### config.mk
export PLATFORM = sky130hd
export DESIGN_NAME = ps2_rx_fifo
export DESIGN_NICKNAME = d
export VERILOG_FILES = /design/src/rtl/ps2_pkg.sv /design/src/rtl/ps2_sync_filter.sv /design/src/rtl/ps2_rx_fifo.sv
export SDC_FILE = /design/constraint.sdc
export NUM_CORES = 1
export LEC_CHECK = 0
export BUFFER_PORTS_ARGS = -buffer_cell sky130_fd_sc_hd__buf_2
export CAP_MARGIN = 30
export CORE_UTILIZATION = 36
export DETAILED_ROUTE_END_ITERATION = 8
export PLACE_DENSITY = 0.51
export SKIP_LAST_GASP = 1
export SLEW_MARGIN = 0
export SYNTH_ARGS = -nofsm -noshare
export SYNTH_HDL_FRONTEND = slang
export SYNTH_SLANG_ARGS = --single-unit
export TNS_END_PERCENT = 30
### constraint.sdc
create_clock -name clk_50 -period 2.35 [get_ports clk_50]
set_clock_uncertainty 0.15 [all_clocks]
set_input_delay 0.47 -clock clk_50 [delete_from_list [all_inputs] [get_ports clk_50]]
set_output_delay 0.47 -clock clk_50 [all_outputs]
set_load 0.01 [all_outputs]
### src/rtl/ps2_pkg.sv
// Shared types and constants for the PS/2 receiver.
package ps2_pkg;

    typedef enum logic [1:0] {
        IDLE,
        DATA,
        PARITY,
        STOP
    } ps2_state_e;

    localparam logic [7:0] PS2_PREFIX_EXT = 8'hE0;
    localparam logic [7:0] PS2_PREFIX_BRK = 8'hF0;
    localparam int         PS2_DATA_BITS  = 8;

    // The parity bit makes the total count of ones over data and parity odd.
    function automatic logic odd_parity_ok(input logic [7:0] data, input logic par);
        return ^{data, par};
    endfunction

endpackage

### src/rtl/ps2_sync_filter.sv
// Two-flop synchroniser plus run-length glitch filter for one PS/2 line.
// The filtered output changes only after FILT_LEN equal synchronised samples.
module ps2_sync_filter #(
    parameter int FILT_LEN = 8
) (
    input  logic clk_50,
    input  logic rst,
    input  logic raw,
    output logic filt,
    output logic fall
);

    localparam int CNT_W = $clog2(FILT_LEN);

    logic [1:0]       r_sync;
    logic             r_filt;
    logic             r_fall;
    logic [CNT_W-1:0] r_cnt;
    logic             w_sync;

    assign w_sync = r_sync[1];

    // NOTE: sequential state uses non-blocking assignments so every flop
    // samples the pre-edge values; blocking here would collapse the synchroniser.
    always_ff @(posedge clk_50) begin
        if (rst) begin
            r_sync <= 2'b11;
            r_filt <= 1'b1;
            r_cnt  <= '0;
            r_fall <= 1'b0;
        end else begin
            r_sync <= {r_sync[0], raw};
            r_fall <= 1'b0;
            if (w_sync == r_filt) begin
                r_cnt <= '0;
            end else if (r_cnt == CNT_W'(FILT_LEN - 1)) begin
                r_filt <= w_sync;
                r_cnt  <= '0;
                r_fall <= r_filt;
            end else begin
                r_cnt <= r_cnt + 1'b1;
            end
        end
    end

    assign filt = r_filt;
    assign fall = r_fall;

endmodule

### src/rtl/ps2_rx_fifo.sv
// PS/2 keyboard receiver with scan-code FIFO and byte history, all in clk_50.
// Define PS2_PREFIX_DECODE_EN to fold E0/F0 prefixes into per-entry flags.
module ps2_rx_fifo
    import ps2_pkg::*;
#(
    parameter int FILT_LEN    = 8,
    parameter int TIMEOUT_CYC = 5000,
    parameter int DEPTH       = 8,
    parameter int HIST_N      = 3
) (
    input  logic                    clk_50,
    input  logic                    rst,
    input  logic                    ps2_clk,
    input  logic                    ps2_data,
    output logic [7:0]              code_data,
    output logic                    code_valid,
    input  logic                    code_ready,
    output logic                    code_ext,
    output logic                    code_brk,
    output logic [$clog2(DEPTH):0]  fifo_count,
    output logic                    overflow,
    output logic                    frame_err,
    output logic                    busy,
    output logic [8*HIST_N-1:0]     hist
);

    localparam int PTR_W  = $clog2(DEPTH);
    localparam int CNT_W  = PTR_W + 1;
    localparam int TO_W   = $clog2(TIMEOUT_CYC + 1);
    localparam int BIT_W  = $clog2(PS2_DATA_BITS);
    localparam int HIST_W = 8 * HIST_N;
`ifdef PS2_PREFIX_DECODE_EN
    localparam int FIFO_W = 10;
`else
    localparam int FIFO_W = 8;
`endif

    logic w_clk_filt_unused, w_clk_fall;
    logic w_data_f, w_data_fall_unused;

    ps2_sync_filter #(.FILT_LEN(FILT_LEN)) u_clk_filt (
        .clk_50 (clk_50),
        .rst    (rst),
        .raw    (ps2_clk),
        .filt   (w_clk_filt_unused),
        .fall   (w_clk_fall)
    );

    ps2_sync_filter #(.FILT_LEN(FILT_LEN)) u_data_filt (
        .clk_50 (clk_50),
        .rst    (rst),
        .raw    (ps2_data),
        .filt   (w_data_f),
        .fall   (w_data_fall_unused)
    );

    ps2_state_e       r_state, w_state_nxt;
    logic [BIT_W-1:0] r_bit_cnt;
    logic [7:0]       r_shift;
    logic             r_par;
    logic [TO_W-1:0]  r_to_cnt;
    logic             r_good, r_frame_err;
    logic             w_shift_en, w_par_en, w_bit_clr, w_good_nxt, w_err_nxt, w_timeout;

    // r_to_cnt holds the number of cycles elapsed since the last strobe, so
    // frame_err lands exactly TIMEOUT_CYC cycles after it (TIMEOUT_CYC >= 2).
    assign w_timeout = (r_state != IDLE) && !w_clk_fall && (r_to_cnt == TO_W'(TIMEOUT_CYC - 1));

    // NOTE: every output of this block gets a default first so no path leaves
    // a signal unassigned, which would otherwise infer a latch.
    always_comb begin
        w_state_nxt = r_state;
        w_shift_en  = 1'b0;
        w_par_en    = 1'b0;
        w_bit_clr   = 1'b0;
        w_good_nxt  = 1'b0;
        w_err_nxt   = 1'b0;
        if (w_timeout) begin
            w_state_nxt = IDLE;
            w_err_nxt   = 1'b1;
        end else if (w_clk_fall) begin
            case (r_state)
                IDLE: if (!w_data_f) begin
                    w_state_nxt = DATA;
                    w_bit_clr   = 1'b1;
                end
                DATA: begin
                    w_shift_en = 1'b1;
                    if (r_bit_cnt == BIT_W'(PS2_DATA_BITS - 1)) w_state_nxt = PARITY;
                end
                PARITY: begin
                    w_par_en    = 1'b1;
                    w_state_nxt = STOP;
                end
                STOP: begin
                    w_state_nxt = IDLE;
                    if (w_data_f && odd_parity_ok(r_shift, r_par)) w_good_nxt = 1'b1;
                    else                                           w_err_nxt  = 1'b1;
                end
                default: w_state_nxt = IDLE;
            endcase
        end
    end

    always_ff @(posedge clk_50) begin
        if (rst) begin
            r_state     <= IDLE;
            r_bit_cnt   <= '0;
            r_shift     <= '0;
            r_par       <= 1'b0;
            r_to_cnt    <= '0;
            r_good      <= 1'b0;
            r_frame_err <= 1'b0;
        end else begin
            r_state     <= w_state_nxt;
            r_good      <= w_good_nxt;
            r_frame_err <= w_err_nxt;
            if (w_bit_clr)       r_bit_cnt <= '0;
            else if (w_shift_en) r_bit_cnt <= r_bit_cnt + 1'b1;
            if (w_shift_en) r_shift <= {w_data_f, r_shift[7:1]};
            if (w_par_en)   r_par   <= w_data_f;
            if (w_clk_fall)                          r_to_cnt <= TO_W'(1);
            else if (r_to_cnt != TO_W'(TIMEOUT_CYC)) r_to_cnt <= r_to_cnt + 1'b1;
        end
    end

    logic              w_push_req;
    logic [FIFO_W-1:0] w_entry, w_head;

`ifdef PS2_PREFIX_DECODE_EN
    logic r_pend_ext, r_pend_brk, w_is_prefix;

    assign w_is_prefix = (r_shift == PS2_PREFIX_EXT) || (r_shift == PS2_PREFIX_BRK);
    assign w_push_req  = r_good && !w_is_prefix;
    assign w_entry     = {r_pend_ext, r_pend_brk, r_shift};

    always_ff @(posedge clk_50) begin
        if (rst || r_frame_err) begin
            r_pend_ext <= 1'b0;
            r_pend_brk <= 1'b0;
        end else if (r_good) begin
            if (r_shift == PS2_PREFIX_EXT)      r_pend_ext <= 1'b1;
            else if (r_shift == PS2_PREFIX_BRK) r_pend_brk <= 1'b1;
            else begin
                r_pend_ext <= 1'b0;
                r_pend_brk <= 1'b0;
            end
        end
    end

    assign code_ext = code_valid & w_head[9];
    assign code_brk = code_valid & w_head[8];
`else
    assign w_push_req = r_good;
    assign w_entry    = r_shift;
    assign code_ext   = 1'b0;
    assign code_brk   = 1'b0;
`endif

    logic [FIFO_W-1:0] r_mem [DEPTH];
    logic [PTR_W-1:0]  r_wr_ptr, r_rd_ptr;
    logic [CNT_W-1:0]  r_count;
    logic              r_overflow;
    logic [HIST_W-1:0] r_hist;
    logic              w_full, w_valid, w_pop, w_push, w_drop;

    assign w_full  = (r_count == CNT_W'(DEPTH));
    assign w_valid = (r_count != '0);
    assign w_pop   = w_valid && code_ready;
    assign w_push  = w_push_req && (!w_full || w_pop);
    assign w_drop  = w_push_req && w_full && !w_pop;

    // NOTE: the storage array is not reset; the head is masked while empty,
    // so stale contents are never visible and the array stays plain registers.
    always_ff @(posedge clk_50) begin
        if (w_push) r_mem[r_wr_ptr] <= w_entry;
    end

    always_ff @(posedge clk_50) begin
        if (rst) begin
            r_wr_ptr   <= '0;
            r_rd_ptr   <= '0;
            r_count    <= '0;
            r_overflow <= 1'b0;
            r_hist     <= '0;
        end else begin
            if (w_push) r_wr_ptr <= r_wr_ptr + 1'b1;
            if (w_pop)  r_rd_ptr <= r_rd_ptr + 1'b1;
            case ({w_push, w_pop})
                2'b10:   r_count <= r_count + 1'b1;
                2'b01:   r_count <= r_count - 1'b1;
                default: r_count <= r_count;
            endcase
            if (w_drop) r_overflow <= 1'b1;
            if (r_good) r_hist <= HIST_W'({r_hist, r_shift});
        end
    end

    assign w_head     = r_mem[r_rd_ptr];
    assign code_data  = w_valid ? w_head[7:0] : 8'h00;
    assign code_valid = w_valid;
    assign fifo_count = r_count;
    assign overflow   = r_overflow;
    assign frame_err  = r_frame_err;
    assign busy       = (r_state != IDLE);
    assign hist       = r_hist;

endmodule

==> impl_metrics.prom <==
# TYPE chip_impl_metric gauge
chip_impl_info{name="final_common_cell",value="dfxtp_1"} 1
chip_impl_metric{name="cts-htree-levels",unit=""} 4
chip_impl_metric{name="final_hold_viol_count",unit=""} 0
chip_impl_metric{name="n_fill_cell",unit=""} 1473
chip_impl_metric{name="buffer_ports.inserted",unit=""} 44
chip_impl_metric{name="die_y_extent",unit="um"} 129
chip_impl_metric{name="post-route-period-util",unit="%"} 106
chip_impl_metric{name="total_power",unit="uW"} 5290
chip_impl_metric{name="worstPathRequired",unit="ns"} 1.73
chip_impl_info{name="tritoncts_clock_tree",value="yes"} 1
chip_impl_metric{name="grt_remaining_overflow",unit=""} 0
chip_impl_metric{name="cts.reportedPaths.clkPinSlew",unit="ns"} 0.06
chip_impl_info{name="netlist_top_cells_area",value="edfxtp_1 33%, dfxtp_1 27%, mux2i_1 6.2%"} 1
chip_impl_metric{name="timing.slew.headroom",unit="%"} 49.8
chip_impl_metric{name="critical-path-max-stage-delay",unit="ns"} 0.52
chip_impl_metric{name="min_path_cells",unit=""} 2
chip_impl_metric{name="cp.depth",unit=""} 5
chip_impl_metric{name="cellLeakagePower",unit="uW"} 0.00267
chip_impl_metric{name="grt_use_total",unit="%"} 15.2
chip_impl_metric{name="ys.warnings.count",unit=""} 0
chip_impl_metric{name="cp_data_arrival_time",unit="ns"} 1.86
chip_impl_metric{name="synth.yosys.seq_area_share",unit="%"} 60.4
chip_impl_metric{name="place_hpwl",unit="um"} 7720
chip_impl_metric{name="clk_latency",unit="ns"} 0.41
chip_impl_metric{name="finalSetupViolations",unit=""} 8
chip_impl_metric{name="power.share.switching",unit="%"} 21.1
chip_impl_info{name="critical_path.top_delay_family",value="multiplexers"} 1
chip_impl_metric{name="overall_routed_net_length",unit="um"} 11500
chip_impl_metric{name="cts_hold_buffers",unit=""} 0
chip_impl_info{name="outcome",value="finished, violations left"} 1
chip_impl_info{name="critical-path-slowest-cell",value="mux4_2"} 1
chip_impl_info{name="critPathKind",value="flip-flop to output port"} 1
chip_impl_info{name="layout_common_cells",value="77 x dfxtp_1, 64 x edfxtp_1, 62 x nor2_1"} 1
chip_impl_metric{name="number_of_clock_buffers_inserted_by_tritoncts",unit=""} 17
chip_impl_metric{name="fp-row-count",unit=""} 46
chip_impl_metric{name="drt.antenna.violating_nets",unit=""} 0
chip_impl_metric{name="report.final.slew_viol_count",unit=""} 0
chip_impl_metric{name="timing.critical_path.fanout_max",unit=""} 8
chip_impl_metric{name="grt_first_pass_wirelength",unit="um"} 19000
chip_impl_metric{name="synth_enable_flop_cells",unit=""} 64
chip_impl_metric{name="power_density",unit="nW/um2"} 747
chip_impl_metric{name="coreArea",unit="um2"} 15800
chip_impl_metric{name="post-synth-top-area-fraction",unit="%"} 32.9
chip_impl_metric{name="layout.area.seq",unit="um2"} 3530
chip_impl_metric{name="drc",unit=""} 0
chip_impl_metric{name="timing.fmax",unit="MHz"} 403
chip_impl_metric{name="cp_num_buf_inv",unit=""} 2
chip_impl_metric{name="grt_pass1_vias",unit=""} 3640
chip_impl_metric{name="area_of_the_multi_input_gates",unit="um2"} 2170
chip_impl_metric{name="detailedRoute.firstPassIterationCount",unit=""} 4
chip_impl_metric{name="max_cap_violations",unit=""} 0
chip_impl_metric{name="areaGrowthSynthToFinish",unit="%"} 21.3
chip_impl_metric{name="syn_area_per_cell",unit="um2"} 12.5
chip_impl_metric{name="synthCells",unit=""} 466
chip_impl_metric{name="syn_area",unit="um2"} 5840
chip_impl_metric{name="final_gp_congestion",unit=""} 0.786
chip_impl_metric{name="final_net_count",unit=""} 555
chip_impl_info{name="cp-end-kind",value="output port"} 1
chip_impl_info{name="hold_class",value="primary input to flip-flop"} 1
chip_impl_metric{name="p_switching",unit="uW"} 1120
chip_impl_metric{name="power_report.internal_total",unit="uW"} 4170
chip_impl_metric{name="reg2regPathDepth",unit=""} 6
chip_impl_metric{name="cts.sinks",unit=""} 144
chip_impl_info{name="synthFlopType",value="dfxtp_1"} 1
chip_impl_metric{name="postLayoutSetupSlackWorst",unit="ns"} -0.131
chip_impl_metric{name="final.hold.worst_slack",unit="ns"} 0.0867
chip_impl_info{name="crit_chain",value="buf_12 > mux4_2 > mux2i_2 > nor2_1 > buf_2"} 1
chip_impl_metric{name="share_clk_of_total_power",unit="%"} 49.6
chip_impl_metric{name="ys_types",unit=""} 51
chip_impl_metric{name="postSynthRegisterBits",unit=""} 144
chip_impl_metric{name="die_width",unit="um"} 129
chip_impl_metric{name="seqPwrFrac",unit="%"} 49.3
chip_impl_info{name="worstSetupStartpointType",value="flip-flop"} 1
chip_impl_metric{name="peak_ir_drop_on_the_vdd_network",unit="uV"} 605
chip_impl_metric{name="vias",unit=""} 3641
chip_impl_info{name="failed_checks",value="negative setup slack"} 1
chip_impl_metric{name="placed_area",unit="um2"} 6440
chip_impl_metric{name="drive_above_1_share",unit="%"} 25.2
chip_impl_metric{name="async_flop_share",unit="%"} 0
chip_impl_metric{name="clk_path_buf_depth",unit=""} 2
chip_impl_metric{name="tightestPinTransition",unit="ns"} 0.750
chip_impl_metric{name="design_area",unit="um2"} 7080
chip_impl_metric{name="route.detailed.wl_per_inst",unit="um"} 15.0
chip_impl_metric{name="num_antenna_cells",unit=""} 0
chip_impl_metric{name="power.combinational.fraction",unit="%"} 1.1
chip_impl_metric{name="grt_antenna_before_repair",unit=""} 0
chip_impl_metric{name="io_pins",unit=""} 47
chip_impl_metric{name="floorplan.initialDensity",unit="%"} 36.9
chip_impl_metric{name="maximum_number_of_pins_on_one_net_before_global_route_repair",unit=""} 38
chip_impl_metric{name="detail_route.vias_per_cell",unit=""} 4.77
chip_impl_info{name="grt_setup_unrepaired",value="yes"} 1
chip_impl_info{name="synth_largest_area_cell",value="edfxtp_1"} 1
chip_impl_metric{name="design.die.area",unit="um2"} 16700
chip_impl_info{name="clockRootBuffer",value="clkbuf_16"} 1
chip_impl_metric{name="layout_min_cycle_time",unit="ns"} 2.48
chip_impl_metric{name="initialDrtViolationCount",unit=""} 176
[metrics by stage]
| step | utilization [%] | TNS, ns | worst slack [ns] | std cells |
|---|---|---|---|---|
| after global routing | 44.7 | -1.67 | -0.219 | 763 |
| after CTS | 44.6 | -1.03 | -0.156 | 762 |
| after global placement | 40.7 | 0 | 0.0891 | 729 |
| final | 44.7 | -0.699 | -0.131 | 763 |
| after floorplan | - | -0.432 | -0.0540 | 467 |
| after detailed placement | 40.7 | -0.0520 | -0.0520 | 729 |
[power groups by stage]
stage	clock network (uW)	logic, uW	registers, uW
after global routing	2800	63.6	2610
after global placement	0	55.2	2660
final	2630	56.6	2610
after detailed placement	0	57.0	2660
after CTS	2690	57.0	2610
after floorplan	0	41.9	2660
[logic make-up (layout without fill, tap and decap cells)]
logic type / after synthesis / after routing / share of synthesized area, %
mux: 53 / 53 / 12.5
fa+ha+maj: 16 / 16 / 3.43
simple gates: 152 / 152 / 12.5
xor+xnor: 24 / 24 / 3.97
other cells: 1 / 2 / 0.0642
buf+inv: 39 / 119 / 2.96
flops: 144 / 144 / 60.4
compound gates: 37 / 37 / 4.20
[what timing repair did]
| action | 4_1_cts | 5_1_grt |
|---|---|---|
| setup buffers | 0 | 1 |
| resized for setup | 3 | 4 |
| endpoints found under the setup margin | 9 | 10 |
| pin swaps | 0 | 1 |
| hold endpoints to repair | 0 | 0 |
| gates cloned | 1 | 0 |
[cell type report]
cell class              instances  area share [%]
inverters                      13           0.689
flip-flops and latches        144            49.9
clock buffers                  19            6.47
well taps                     216            3.82
repair buffers                 74            6.75
multi-input cells             284            30.6
clock inverters                13            1.79
[flip-flops by register name, summed over array words and instances, names as in the netlist, 2 cells and up, named ones only]
register and cells:
r_mem 64, hist 24, r_to_cnt 13, r_shift 8
fifo_count 4, r_bit_cnt 3, r_rd_ptr 3, r_wr_ptr 3
u_clk_filt.r_cnt 3, u_data_filt.r_cnt 3, r_state 2, u_clk_filt.r_sync 2
u_data_filt.r_sync 2
[synthesized netlist by cell type, drive strengths merged (2+ instances only)]
master	instances
a211oi	3
a21oi	19
a31oi	3
and2	4
and4	3
buf	16
clkbuf	10
dfxtp	80
edfxtp	64
ha	16
inv	13
mux2i	36
mux4	16
nand2	37
nand2b	5
nand3	8
nand4	4
nor2	62
nor3	8
nor4	7
nor4b	3
nor4bb	2
o211ai	2
o21ai	2
o41ai	2
or2	4
xnor2	12
xor2	11
[final timing paths]
check / to / startpoint / slack [ns]
max: code_data[5] / flip-flop / -0.13
min reg2reg: u_data_filt.r_sync[1] / u_data_filt.r_sync[0] / 0.26
max reg2reg: frame_err / r_state[0] / 0.03
min: u_data_filt.r_sync[0] / ps2_data / 0.09
[layer usage]
metal | share of wire (%) | GRT usage [%]
met1 | 49 | 20.3
met2 | 47 | 24.1
met3 | 2.2 | 3.51
met5 | 0 | 0
met4 | 0.98 | 5.61
No activity file was read; power rests on OpenSTA's default activity.
